===== config.mk =====
export PLATFORM = sky130hd
export DESIGN_NAME = pipe_stage_skid
export DESIGN_NICKNAME = d
export VERILOG_FILES = /design/src/rtl/pipe_pkg.sv /design/src/rtl/sat_counter.sv /design/src/rtl/pipe_stage_skid.sv
export SDC_FILE = /design/constraint.sdc
export NUM_CORES = 1
export LEC_CHECK = 0
export CORE_UTILIZATION = 44
export DETAILED_ROUTE_END_ITERATION = 8
export PLACE_DENSITY = 0.74
export SYNTH_ARGS = -nofsm -noshare
export SYNTH_HDL_FRONTEND = slang
export SYNTH_HIERARCHICAL = 1
export SYNTH_SLANG_ARGS = --single-unit

===== constraint.sdc =====
create_clock -name clock -period 4.8 [get_ports clock]
set_clock_uncertainty 0.1 [all_clocks]
set_input_delay 1.44 -clock clock [delete_from_list [all_inputs] [get_ports clock]]
set_output_delay 1.44 -clock clock [all_outputs]
set_load 0.01 [all_outputs]

===== src/rtl/pipe_pkg.sv =====
// Shared pipeline field widths and skid-stage move encoding.
package pipe_pkg;

    localparam int unsigned WB_W   = 3;
    localparam int unsigned MEM_W  = 2;
    localparam int unsigned EX_W   = 4;
    localparam int unsigned CTRL_W = WB_W + MEM_W + EX_W;
    localparam int unsigned DATA_W = 16;

    typedef struct packed {
        logic [WB_W-1:0]  wb;
        logic [MEM_W-1:0] mem;
        logic [EX_W-1:0]  ex;
    } ctrl_t;

    // What the main (output) entry does on the next edge.
    typedef enum logic [1:0] {
        MV_HOLD      = 2'd0,
        MV_FROM_SKID = 2'd1,
        MV_FROM_IN   = 2'd2,
        MV_EMPTY     = 2'd3
    } main_mv_e;

endpackage


===== src/rtl/sat_counter.sv =====
// Saturating up-counter with synchronous active-high reset.
module sat_counter #(
    parameter int unsigned CNT_W = 16
) (
    input  logic             clock,
    input  logic             reset,
    input  logic             inc,
    output logic [CNT_W-1:0] count
);

    localparam logic [CNT_W-1:0] CNT_MAX = '1;

    logic [CNT_W-1:0] r_count;

    always_ff @(posedge clock) begin
        if (reset) begin
            r_count <= '0;
        end else if (inc && (r_count != CNT_MAX)) begin
            r_count <= r_count + CNT_W'(1);
        end
    end

    assign count = r_count;

endmodule


===== src/rtl/pipe_stage_skid.sv =====
// Two-entry skid pipeline register: fully registered ready, 1-cycle latency,
// full throughput, flush and saturating stall counter.
module pipe_stage_skid #(
    parameter int unsigned DATA_W              = pipe_pkg::DATA_W,
    parameter int unsigned CTRL_W              = pipe_pkg::CTRL_W,
    parameter bit          ZERO_DATA_ON_BUBBLE = 1'b1,
    parameter int unsigned CNT_W               = 16
) (
    input  logic              clock,
    input  logic              reset,
    input  logic              flush,
    input  logic              in_valid,
    output logic              in_ready,
    input  logic [CTRL_W-1:0] in_ctrl,
    input  logic [DATA_W-1:0] in_data,
    output logic              out_valid,
    input  logic              out_ready,
    output logic [CTRL_W-1:0] out_ctrl,
    output logic [DATA_W-1:0] out_data,
    output logic [CNT_W-1:0]  stall_cnt
);

    import pipe_pkg::*;

    logic              r_main_valid;
    logic [CTRL_W-1:0] r_main_ctrl;
    logic [DATA_W-1:0] r_main_data;
    logic              r_skid_valid;
    logic [CTRL_W-1:0] r_skid_ctrl;
    logic [DATA_W-1:0] r_skid_data;

    logic              w_accept;
    logic              w_drain;
    logic              w_stall;
    main_mv_e          w_main_mv;
    logic              w_skid_load;
    logic              w_skid_clear;

    assign w_accept = in_valid & ~r_skid_valid;
    assign w_drain  = r_main_valid & out_ready;
    assign w_stall  = r_main_valid & ~out_ready;

    // Move selection: main refills from skid first so order is preserved.
    always_comb begin
        w_main_mv    = MV_HOLD;
        w_skid_load  = 1'b0;
        w_skid_clear = 1'b0;
        if (!r_main_valid || w_drain) begin
            if (r_skid_valid) begin
                w_main_mv    = MV_FROM_SKID;
                w_skid_clear = 1'b1;
            end else if (w_accept) begin
                w_main_mv = MV_FROM_IN;
            end else begin
                w_main_mv = MV_EMPTY;
            end
        end else if (w_accept) begin
            w_skid_load = 1'b1;
        end
    end

    always_ff @(posedge clock) begin
        if (reset) begin
            r_main_valid <= 1'b0;
            r_main_ctrl  <= '0;
            r_main_data  <= '0;
            r_skid_valid <= 1'b0;
            r_skid_ctrl  <= '0;
            r_skid_data  <= '0;
        end else if (flush) begin
            r_main_valid <= 1'b0;
            r_main_ctrl  <= '0;
            r_skid_valid <= 1'b0;
            r_skid_ctrl  <= '0;
            if (ZERO_DATA_ON_BUBBLE) begin
                r_main_data <= '0;
                r_skid_data <= '0;
            end
        end else begin
            case (w_main_mv)
                MV_FROM_SKID: begin
                    r_main_valid <= 1'b1;
                    r_main_ctrl  <= r_skid_ctrl;
                    r_main_data  <= r_skid_data;
                end
                MV_FROM_IN: begin
                    r_main_valid <= 1'b1;
                    r_main_ctrl  <= in_ctrl;
                    r_main_data  <= in_data;
                end
                MV_EMPTY: begin
                    r_main_valid <= 1'b0;
                    r_main_ctrl  <= '0;
                    if (ZERO_DATA_ON_BUBBLE) begin
                        r_main_data <= '0;
                    end
                end
                default: ;
            endcase
            if (w_skid_load) begin
                r_skid_valid <= 1'b1;
                r_skid_ctrl  <= in_ctrl;
                r_skid_data  <= in_data;
            end else if (w_skid_clear) begin
                r_skid_valid <= 1'b0;
                r_skid_ctrl  <= '0;
                if (ZERO_DATA_ON_BUBBLE) begin
                    r_skid_data <= '0;
                end
            end
        end
    end

    sat_counter #(
        .CNT_W (CNT_W)
    ) u_stall_cnt (
        .clock (clock),
        .reset (reset),
        .inc   (w_stall),
        .count (stall_cnt)
    );

    assign in_ready  = ~r_skid_valid;
    assign out_valid = r_main_valid;
    assign out_ctrl  = r_main_ctrl;
    assign out_data  = r_main_data;

endmodule


# Word level (Yosys, flattened, before mapping)
# Index checks and enable logic that the tools add are counted.
dict set report totals {
  ff_bits 68
  inputBits 30
  output_inout_bits 43
  elab_cells 41
}
dict set report classes {
  n_addsub 1
  eq_ne 4
  muxes 16
  bitwise_logic 5
  n_reduce_logical 8
}
# op n
set ops {}
lappend ops {{$pmux 16 s3} 1}
lappend ops {{$mux 16} 2}
lappend ops {{$pmux 9 s3} 1}
lappend ops {{$mux 9} 2}
lappend ops {{$add 16x1->16 const B} 1}
lappend ops {{$ne 16x16->1 const B} 1}
lappend ops {{$mux 1} 7}
lappend ops {{$eq 2x2->1 const B} 2}
lappend ops {{$mux 2} 2}
lappend ops {{$reduce_bool 2->1} 2}
lappend ops {{$reduce_or 2->1} 2}
lappend ops {{$and 1x1->1} 3}
lappend ops {{$reduce_bool 3->1} 1}
lappend ops {{$eq 2x1->1 const B} 1}
lappend ops {{$not 1->1} 2}
lappend ops {{$pmux 1 s2} 1}
lappend ops {{$logic_and 1x1->1} 1}
lappend ops {{$logic_not 1->1} 1}
lappend ops {{$logic_or 1x1->1} 1}

# Logic depth before layout (Yosys ltp)
# Gate-level depths: netlist of the first run.
dict set report depth {
  ltp_word 8
  mapped_depth 8
  depth_no_buf 6
}

# Modules after synthesis
# The synthesis of the first run kept the hierarchy.
# module n_inst cells_per_inst area_per_inst_um2 seq_area_each_um2
set by_module_without_submodules {}
lappend by_module_without_submodules {pipe_stage_skid 1 182 1888.1 1041.0}
lappend by_module_without_submodules {sat_counter 1 99 848.3 320.3}

# Least setup slack after synthesis of the first run
# No wires, ideal clock.
dict set report synth_timing {
  path_kind {input to register}
  from {input out_ready}
  to {register u_stall_cnt.r_count[7], in the netlist u_stall_cnt/count[7]}
  setup_time_ns 0.070
  arrival_ns 2.954
  slack_ns 1.675
  path_stages 8
  n_path_buf 3
  path_cell_list {nand2b_1 > buf_4 > inv_2 > buf_2 > nand2_1 > clkbuf_1 > or4_1 > a21oi_1}
}
dict set report synth_between {
  elab_chain_len 3
}
# item line_no
set synth_lines {}
lappend synth_lines {{start: declaration} pipe_stage_skid.sv:17} ;# input logic out_ready,
lappend synth_lines {{$not 1->1} pipe_stage_skid.sv:41} ;# assign w_stall = r_main_valid & ~out_ready;
lappend synth_lines {{$and 1x1->1} pipe_stage_skid.sv:41}
lappend synth_lines {{named net w_stall} pipe_stage_skid.sv:34} ;# logic w_stall;
lappend synth_lines {{$logic_and 1x1->1} sat_counter.sv:18} ;# end else if (inc && (r_count != CNT_MAX)) begin
lappend synth_lines {{end signal: assignment} sat_counter.sv:19} ;# r_count <= r_count + CNT_W'(1);
lappend synth_lines {{end: declaration} sat_counter.sv:13} ;# logic [CNT_W-1:0] r_count;
# The timed path passes the listed nets, and every way through them passes these cells.
# A chain may end at the register's enable or synchronous reset.

# Final worst setup path of the first run
dict set report layout_timing {
  from {input reset}
  to {register r_skid_data[4]}
}
dict set report layout_between {
  elab_chain_len 1
}
# item line_no
set layout_lines {}
lappend layout_lines {{start: declaration} pipe_stage_skid.sv:10} ;# input logic reset,
lappend layout_lines {{$reduce_or 2->1 (no source line)} n/a}
lappend layout_lines {{end signal: assignment} pipe_stage_skid.sv:103} ;# r_skid_data <= in_data;
lappend layout_lines {{end: declaration} pipe_stage_skid.sv:30} ;# logic [DATA_W-1:0] r_skid_data;
# Every way passes these cells.

==> results of run 1 <==
## through the flow
step / area [um^2] / setup WS, ns / std cells
final: 3680 / 1.23 / 426
after global routing: 3680 / 1.08 / 426
after CTS: 3680 / 1.27 / 426
after detailed placement: 3460 / 0.926 / 410
after global placement: 3460 / 0.968 / 410
after floorplan: 2740 / 1.68 / 281
## area by class of cell
type,instances,share of cell area
timing repair buffer,76,0.204
multi-input combinational,186,0.337
clock buffer,10,0.0347
inverter,5,0.00510
tap,75,0.0255
clock inverter,6,0.0241
sequential,68,0.370
## placed cells by master (no fill, tap or decap), drive strengths merged, types with 2 or more instances in the layout
cell type / count
clkbuf: 10
nand2: 7
a21oi: 11
dfxtp: 68
xnor2: 2
nor2: 33
o31ai: 6
o21ai: 29
clkdlybuf4s50: 72
nor3: 5
clkinv: 2
bufinv: 2
a22o: 25
clkinvlp: 2
nor4: 3
nand4: 4
or4: 7
nand3: 6
or3: 3
inv: 5
a221oi: 25
and4: 3
nor2b: 3
buf: 4
## how the worst max path moves through the flow
stage,from,to,depth (start not counted)
finish,reset,r_skid_data[4],5
global route,reset,r_skid_data[4],5
CTS,reset,r_skid_data[4],5
detailed placement,reset,r_skid_data[4],5
global placement,reset,r_skid_data[8],5
floorplan,out_ready,u_stall_cnt/count[7],8
## per-layer routing
layer	wire [um]	part of all wire	global-route usage	vias up
met3	467	0.070	0.0427	11
met1	3270	0.49	0.308	1145
met4	130	0.020	0.100	0
met5	0	0	0	-
met2	2790	0.42	0.295	100
li1	-	-	-	1203
## flip-flops by register name, indices dropped and copies added, names as in the netlist
signal	flops
out_data	16
r_skid_data	16
u_stall_cnt/count	16
out_ctrl	9
r_skid_ctrl	9
out_valid	1
r_skid_valid	1
## critical path: cells and delay by family
family                 cells  cell delay [ns]
AND/OR/NAND/NOR            2             1.02
buffers and inverters      2             1.03
AO/OA/AOI/OAI              1             0.25
## cell families (layout without fill, tap and decap cells)
| logic type | Yosys count | count (layout) | synth area share |
|---|---|---|---|
| muxes | 2 | 2 | 0.00777 |
| adders and majority gates | 1 | 1 | 0.00457 |
| and+or+nand+nor | 81 | 81 | 0.167 |
| DFF | 68 | 68 | 0.497 |
| AOI/OAI and AO/OA | 100 | 100 | 0.266 |
| xor gates and xnor gates | 2 | 2 | 0.00640 |
| buffers and inverters | 27 | 97 | 0.0507 |
## synthesized netlist by cell type, types with 2 or more instances
cell,count,area [um^2]
dfxtp_1,68,1360
nor2_1,33,124
o21ai_0,28,140
a221oi_1,25,219
a22o_1,25,219
a21oi_1,11,55.1
buf_2,9,45.0
clkbuf_1,7,26.3
or4_1,7,52.6
nand2_1,6,22.5
nand3_1,6,30.0
o31ai_1,6,45.0
nor3_1,5,25.0
inv_1,4,15.0
and4_1,3,26.3
buf_4,3,22.5
nand4_1,3,18.8
nor2b_1,3,18.8
or3_1,3,18.8
buf_6,2,22.5
nor4_1,2,12.5
xnor2_1,2,17.5
## power by group through the flow
stage	clock, mW	sequential [mW]	combinational, mW
5_1_grt	0.547	0.579	0.0991
2_1_floorplan	0	0.594	0.0375
3_3_place_gp	0	0.591	0.0900
4_1_cts	0.517	0.578	0.0917
6_report	0.511	0.578	0.0915
3_5_place_dp	0	0.591	0.0911
==> reports/qor.csv, run 1 <==
stage;metric;value;unit
synthesis;asr flop ratio synth;0;
worst_setup_path;crit-path cells;clkdlybuf4s50_1 -> nor2_1 -> buf_4 -> and2_1 -> a22o_1;
drt;vias per inst;5.77;
worst_setup_path;crit path capture type;flop;
floorplan;die area;6540;um^2
worst_setup_path;CP Class;in2reg;
power_and_ir_drop;Pwr Total;1.18;mW
floorplan;std cell rows;28;
clocking;cts bufs inserted;9;
worst_setup_path;slowest cell on the critical path;and2_1;
timing;Worst-Margin Slew;0.986;ns
floorplan;I/O pin cnt;73;
timing;Final min period;3.57;ns
drt;Pre-antenna DRT Iters;5;
power_and_ir_drop;P per Cell Area;321;nW/um^2
worst_hold_path;Hold Path Class;reg2reg;
drt;Routed Wire Length;6660;um
power_and_ir_drop;Worst VDD drop;222;uV
finish;diode count;0;
run_status;outcome;finished clean;
synthesis;Syn Inst Count;281;
timing;final slew viol count;0;
worst_setup_path;R2R Path Start;out_valid;
worst_setup_path;worst r2r path cells;5;
clocking;# hold bufs at CTS;0;
global_route;GRT Total Usage;0.212;
synthesis;Syn Nets;312;
finish;multi-input logic area;1240;um^2
global_route;first-pass GRT wire length;10600;um
worst_setup_path;Startpoint Class;input port;
worst_setup_path;capturing point of the worst reg2reg path;u_stall_cnt/count[11];
floorplan;Die Span Y;80.9;um
worst_setup_path;CP peak stage delay;0.81;ns
worst_hold_path;min-delay src;r_skid_ctrl[3];
power_and_ir_drop;switching power;0.266;mW
timing;Hold Fails Final Rpt;0;
timing;Hold WS;0.385;ns
run;Max Cap Viol;0;
placement;post-DP HPWL;4270;um
synthesis;synthesis-stage register bit count;68;
placement;RePlAce Congestion;0.856;
worst_setup_path;critical path peak fanout;26;
power_and_ir_drop;Flop pwr share;0.490;
drt;vias;2459;
worst_setup_path;Crit path required time;4.98;ns
clocking;Sink Count;68;
global_route;initial antenna violation count;0;
power_and_ir_drop;static leakage;1.26;nW
finish;Fillers;505;
timing;Max Fclk;0.280;GHz
synthesis;Syn. warnings;6;
finish;Area Overhead vs Synth;34.5;%
floorplan;die extent in x;80.9;um
global_route;global route overflow;0;
power_and_ir_drop;combinational share of power;0.078;
worst_setup_path;Worst EP arrival;3.75;ns
finish;Nets;377;
finish;post-layout util;0.618;
floorplan;core area;5960;um^2
drt;DRT iter0 DRCs;190;
placement;port buffer count;72;
clocking;H-tree depth;3;
clocking;Post-CTS Resized;0;
clocking;setup repair bufs after CTS;0;
synthesis;Post-synth EDFFs;0;
clocking;clk buf depth;2;
worst_hold_path;Hold Path Stages;1;
timing;Setup violations, final;0;
timing;crit share post-route;0.744;
drt;WL per Instance;15.6;um
global_route;vias in the first global route;2232;
synthesis;Yosys cell types;42;
clocking;Clock Latency Late Sink;0.34;ns
synthesis;mapped cell area;2740;um^2
synthesis;post-synthesis sequential area ratio;0.497;
power_and_ir_drop;Pint;0.914;mW
finish;FF+latch area;1360;um^2
power_and_ir_drop;Sw Ratio;0.226;
drt;drt drc;0;
power_and_ir_drop;Clock power frac;0.433;
finish;layout cells sized above 1;0.0769;
worst_setup_path;Worst R2R Setup Slack;2.60;ns
global_route;largest net degree at the start of global routing;33;
timing;slew margin rel.;0.339;
clocking;TritonCTS clock tree;built;
synthesis;Avg Cell Area, Syn;9.74;um^2
timing;Fin Setup TNS;0;ns
drt;post-route ant nets;0;
timing;unrepaired setup endpoints after global routing;no;
worst_hold_path;hold endpoint;r_skid_ctrl[3];
clocking;Root Buffer;clkbuf_8;
synthesis;ys flop type;dfxtp_1;
clocking;clock slew at reported path FFs;0.08;ns
floorplan;Initial Util;0.459;
No activity file was read; power rests on OpenSTA's default activity.
==> run 2: changes to the inputs <==
--- a/config.mk
+++ b/config.mk
@@ -5,9 +5,9 @@
 export SDC_FILE = /design/constraint.sdc
 export NUM_CORES = 1
 export LEC_CHECK = 0
-export CORE_UTILIZATION = 44
+export CORE_UTILIZATION = 43
 export DETAILED_ROUTE_END_ITERATION = 8
-export PLACE_DENSITY = 0.74
+export PLACE_DENSITY = 0.75
 export SYNTH_ARGS = -nofsm -noshare
 export SYNTH_HDL_FRONTEND = slang
 export SYNTH_HIERARCHICAL = 1
==> constraint.sdc (replaced) <==
create_clock -name clock -period 3.2 [get_ports clock]
set_clock_uncertainty 0.1 [all_clocks]
set_input_delay 0.96 -clock clock [delete_from_list [all_inputs] [get_ports clock]]
set_output_delay 0.96 -clock clock [all_outputs]
set_load 0.01 [all_outputs]
==> reports/qor.csv, run 2 (same netlist as run 1, synthesis figures left out) <==
stage;metric;value;unit;change
timing;slew margin rel.;0.311;;-0.0287
global_route;GRT Total Usage;0.214;;+0.00247
global_route;largest net degree at the start of global routing;27;;-18%
floorplan;die extent in x;81.8;um;+1.1%
floorplan;core area;6030;um^2;+1.2%
placement;Placed Instances;414;;+0.98%
worst_hold_path;Hold Path Class;reg2reg;;
placement;port buffer count;72;;unchanged
clocking;TritonCTS clock tree;built;;
floorplan;die area;6690;um^2;+2.3%
timing;Final WS setup;0.498;ns;-0.733 ns
floorplan;std cell rows;28;;unchanged
drt;post-route ant nets;0;;unchanged
global_route;initial antenna violation count;0;;unchanged
worst_setup_path;Worst R2R Setup Slack;1.07;ns;-1.53 ns
finish;commonest non-fill, non-tap cell in the layout;clkdlybuf4s50_1;;
finish;layout cells sized above 1;0.0873;;+0.0104
timing;Final min period;2.70;ns;
worst_setup_path;CP Class;in2reg;;
floorplan;I/O pin cnt;73;;unchanged
worst_setup_path;capturing point of the worst reg2reg path;u_stall_cnt/count[11];;
timing;Hold Fails Final Rpt;0;;unchanged
power_and_ir_drop;Worst VDD drop;328;uV;+48%
drt;drt drc;0;;unchanged
clocking;Clock Latency Late Sink;0.33;ns;about the same
clocking;# hold bufs at CTS;0;;unchanged
clocking;Post-CTS Resized;0;;unchanged
worst_setup_path;Startpoint Class;input port;;
worst_setup_path;worst r2r path cells;5;;unchanged
worst_hold_path;hold endpoint;r_skid_data[14];;
finish;Nets;381;;+1.1%
worst_setup_path;crit-path cells;clkdlybuf4s50_1 -> nand2b_1 -> inv_2 -> buf_4 -> inv_1 -> or4_1 -> a21oi_1;;
timing;Worst-Margin Slew;1.03;ns;+0.0442 ns
finish;FF+latch area;1360;um^2;unchanged
timing;final slew viol count;0;;unchanged
power_and_ir_drop;P per Cell Area;467;nW/um^2;+46%
worst_setup_path;critical path peak fanout;26;;unchanged
clocking;H-tree depth;3;;unchanged
drt;WL per Instance;15.8;um;+1.4%
worst_setup_path;WP buf/inv;4;;+2
worst_setup_path;Crit path required time;3.36;ns;-1.62 ns
timing;Max Fclk;0.370;GHz;
finish;Area Overhead vs Synth;35.0;%;
drt;vias per inst;5.84;;+1.2%
worst_hold_path;min-delay src;r_skid_data[14];;
placement;RePlAce Congestion;0.812;;-5.1%
timing;unrepaired setup endpoints after global routing;no;;
placement;worst slack, placed;0.156;ns;-0.770 ns
clocking;clock slew at reported path FFs;0.08;ns;about the same
floorplan;Initial Util;0.454;;-0.00534
power_and_ir_drop;static leakage;1.27;nW;+1.0%
worst_setup_path;CP top delay family;buffers and inverters;;
clocking;setup repair bufs after CTS;0;;unchanged
placement;post-DP HPWL;4420;um;+3.6%
worst_setup_path;slowest cell on the critical path;or4_1;;
drt;vias;2513;;+2.2%
run_status;outcome;finished clean;;
worst_setup_path;CP peak stage delay;0.52;ns;-0.29 ns
global_route;vias in the first global route;2339;;+4.8%
worst_setup_path;R2R Path Start;u_stall_cnt/count[1];;
worst_setup_path;crit path capture type;flop;;
floorplan;Die Span Y;81.8;um;+1.1%
timing;crit share post-route;0.844;;
global_route;global route overflow;0;;unchanged
drt;DRT iter0 DRCs;165;;-13%
finish;diode count;0;;unchanged
clocking;clk buf depth;2;;unchanged
clocking;Sink Count;68;;unchanged
worst_setup_path;Worst EP arrival;2.87;ns;-0.88 ns
run;Max Cap Viol;0;;unchanged
timing;Setup violations, final;0;;unchanged
global_route;first-pass GRT wire length;11000;um;+3.9%
finish;Fillers;521;;+3.2%
timing;Fin Setup TNS;0;ns;unchanged
finish;multi-input logic area;1240;um^2;-0.20%
drt;Routed Wire Length;6810;um;+2.3%
clocking;cts bufs inserted;9;;unchanged
drt;Pre-antenna DRT Iters;4;;-1
clocking;Root Buffer;clkbuf_8;;
finish;Layout Cells excl Fill;430;;+0.94%
worst_hold_path;Hold Path Stages;1;;unchanged
finish;most frequent cells in the layout;clkdlybuf4s50_1 (72), dfxtp_1 (68), nor2_1 (33);;
-- run 2: changes by cell type in the layout (fill, tap and decap cells not counted) --
cell	delta
buf_4	+4
inv_6	+4
bufinv_16	-1
clkbuf_1	-1
clkinv_2	-1
clkinv_4	-1
nor2b_1	+1
nor2b_2	-1
-- run 2: power breakdown --
group / leakage (nW) / switching [mW] / total, mW / internal (mW)
sequential: 0.550 / 0.00745 / 0.866 / 0.859
combinational: 0.623 / 0.0645 / 0.140 / 0.0751
clock: 0.0973 / 0.350 / 0.720 / 0.371
total: 1.27 / 0.422 / 1.73 / 1.30
-- run 2: stage by stage --
step	power (mW)	hold WS (ns)	instance area, um^2	utilization
floorplan	0.947	0.349	2740	-
global placement	1.02	0.362	3490	0.579
detailed placement	1.03	0.368	3490	0.579
CTS	1.74	0.388	3690	0.613
global route	1.79	0.401	3690	0.613
finish	1.73	0.387	3690	0.613
-- run 2: cell type report --
cell class              count  area share
flip-flops and latches     68       0.368
multi-input cells         186       0.335
repair buffers             80       0.211
clock buffers               9      0.0335
well taps                  75      0.0254
clock inverters             7      0.0217
inverters                   5     0.00508
-- run 2: worst max path at each step --
| stage | startpoint | end | slack (ns) | depth (start not counted) |
|---|---|---|---|---|
| floorplan | out_ready | u_stall_cnt/count[7] | 0.56 | 8 |
| global placement | out_ready | u_stall_cnt/count[3] | 0.20 | 7 |
| detailed placement | out_ready | u_stall_cnt/count[3] | 0.16 | 7 |
| CTS | out_ready | u_stall_cnt/count[3] | 0.51 | 7 |
| global route | out_ready | u_stall_cnt/count[3] | 0.37 | 7 |
| finish | out_ready | u_stall_cnt/count[3] | 0.50 | 7 |
-- run 2: routing by layer --
layer,vias up,share of wire,track usage
li1,1212,-,-
met4,0,0.010,0.0737
met3,8,0.056,0.0422
met2,70,0.47,0.358
met1,1223,0.46,0.273
met5,-,0,0
-- run 2: worst register-to-register path, stage by stage (launching register included) --
cell and delay, ns:
dfxtp_1 0.42, ha_1 0.26, nand3_1 0.13, nor4_4 0.66, nor4bb_1 0.16, mux2_2 0.30
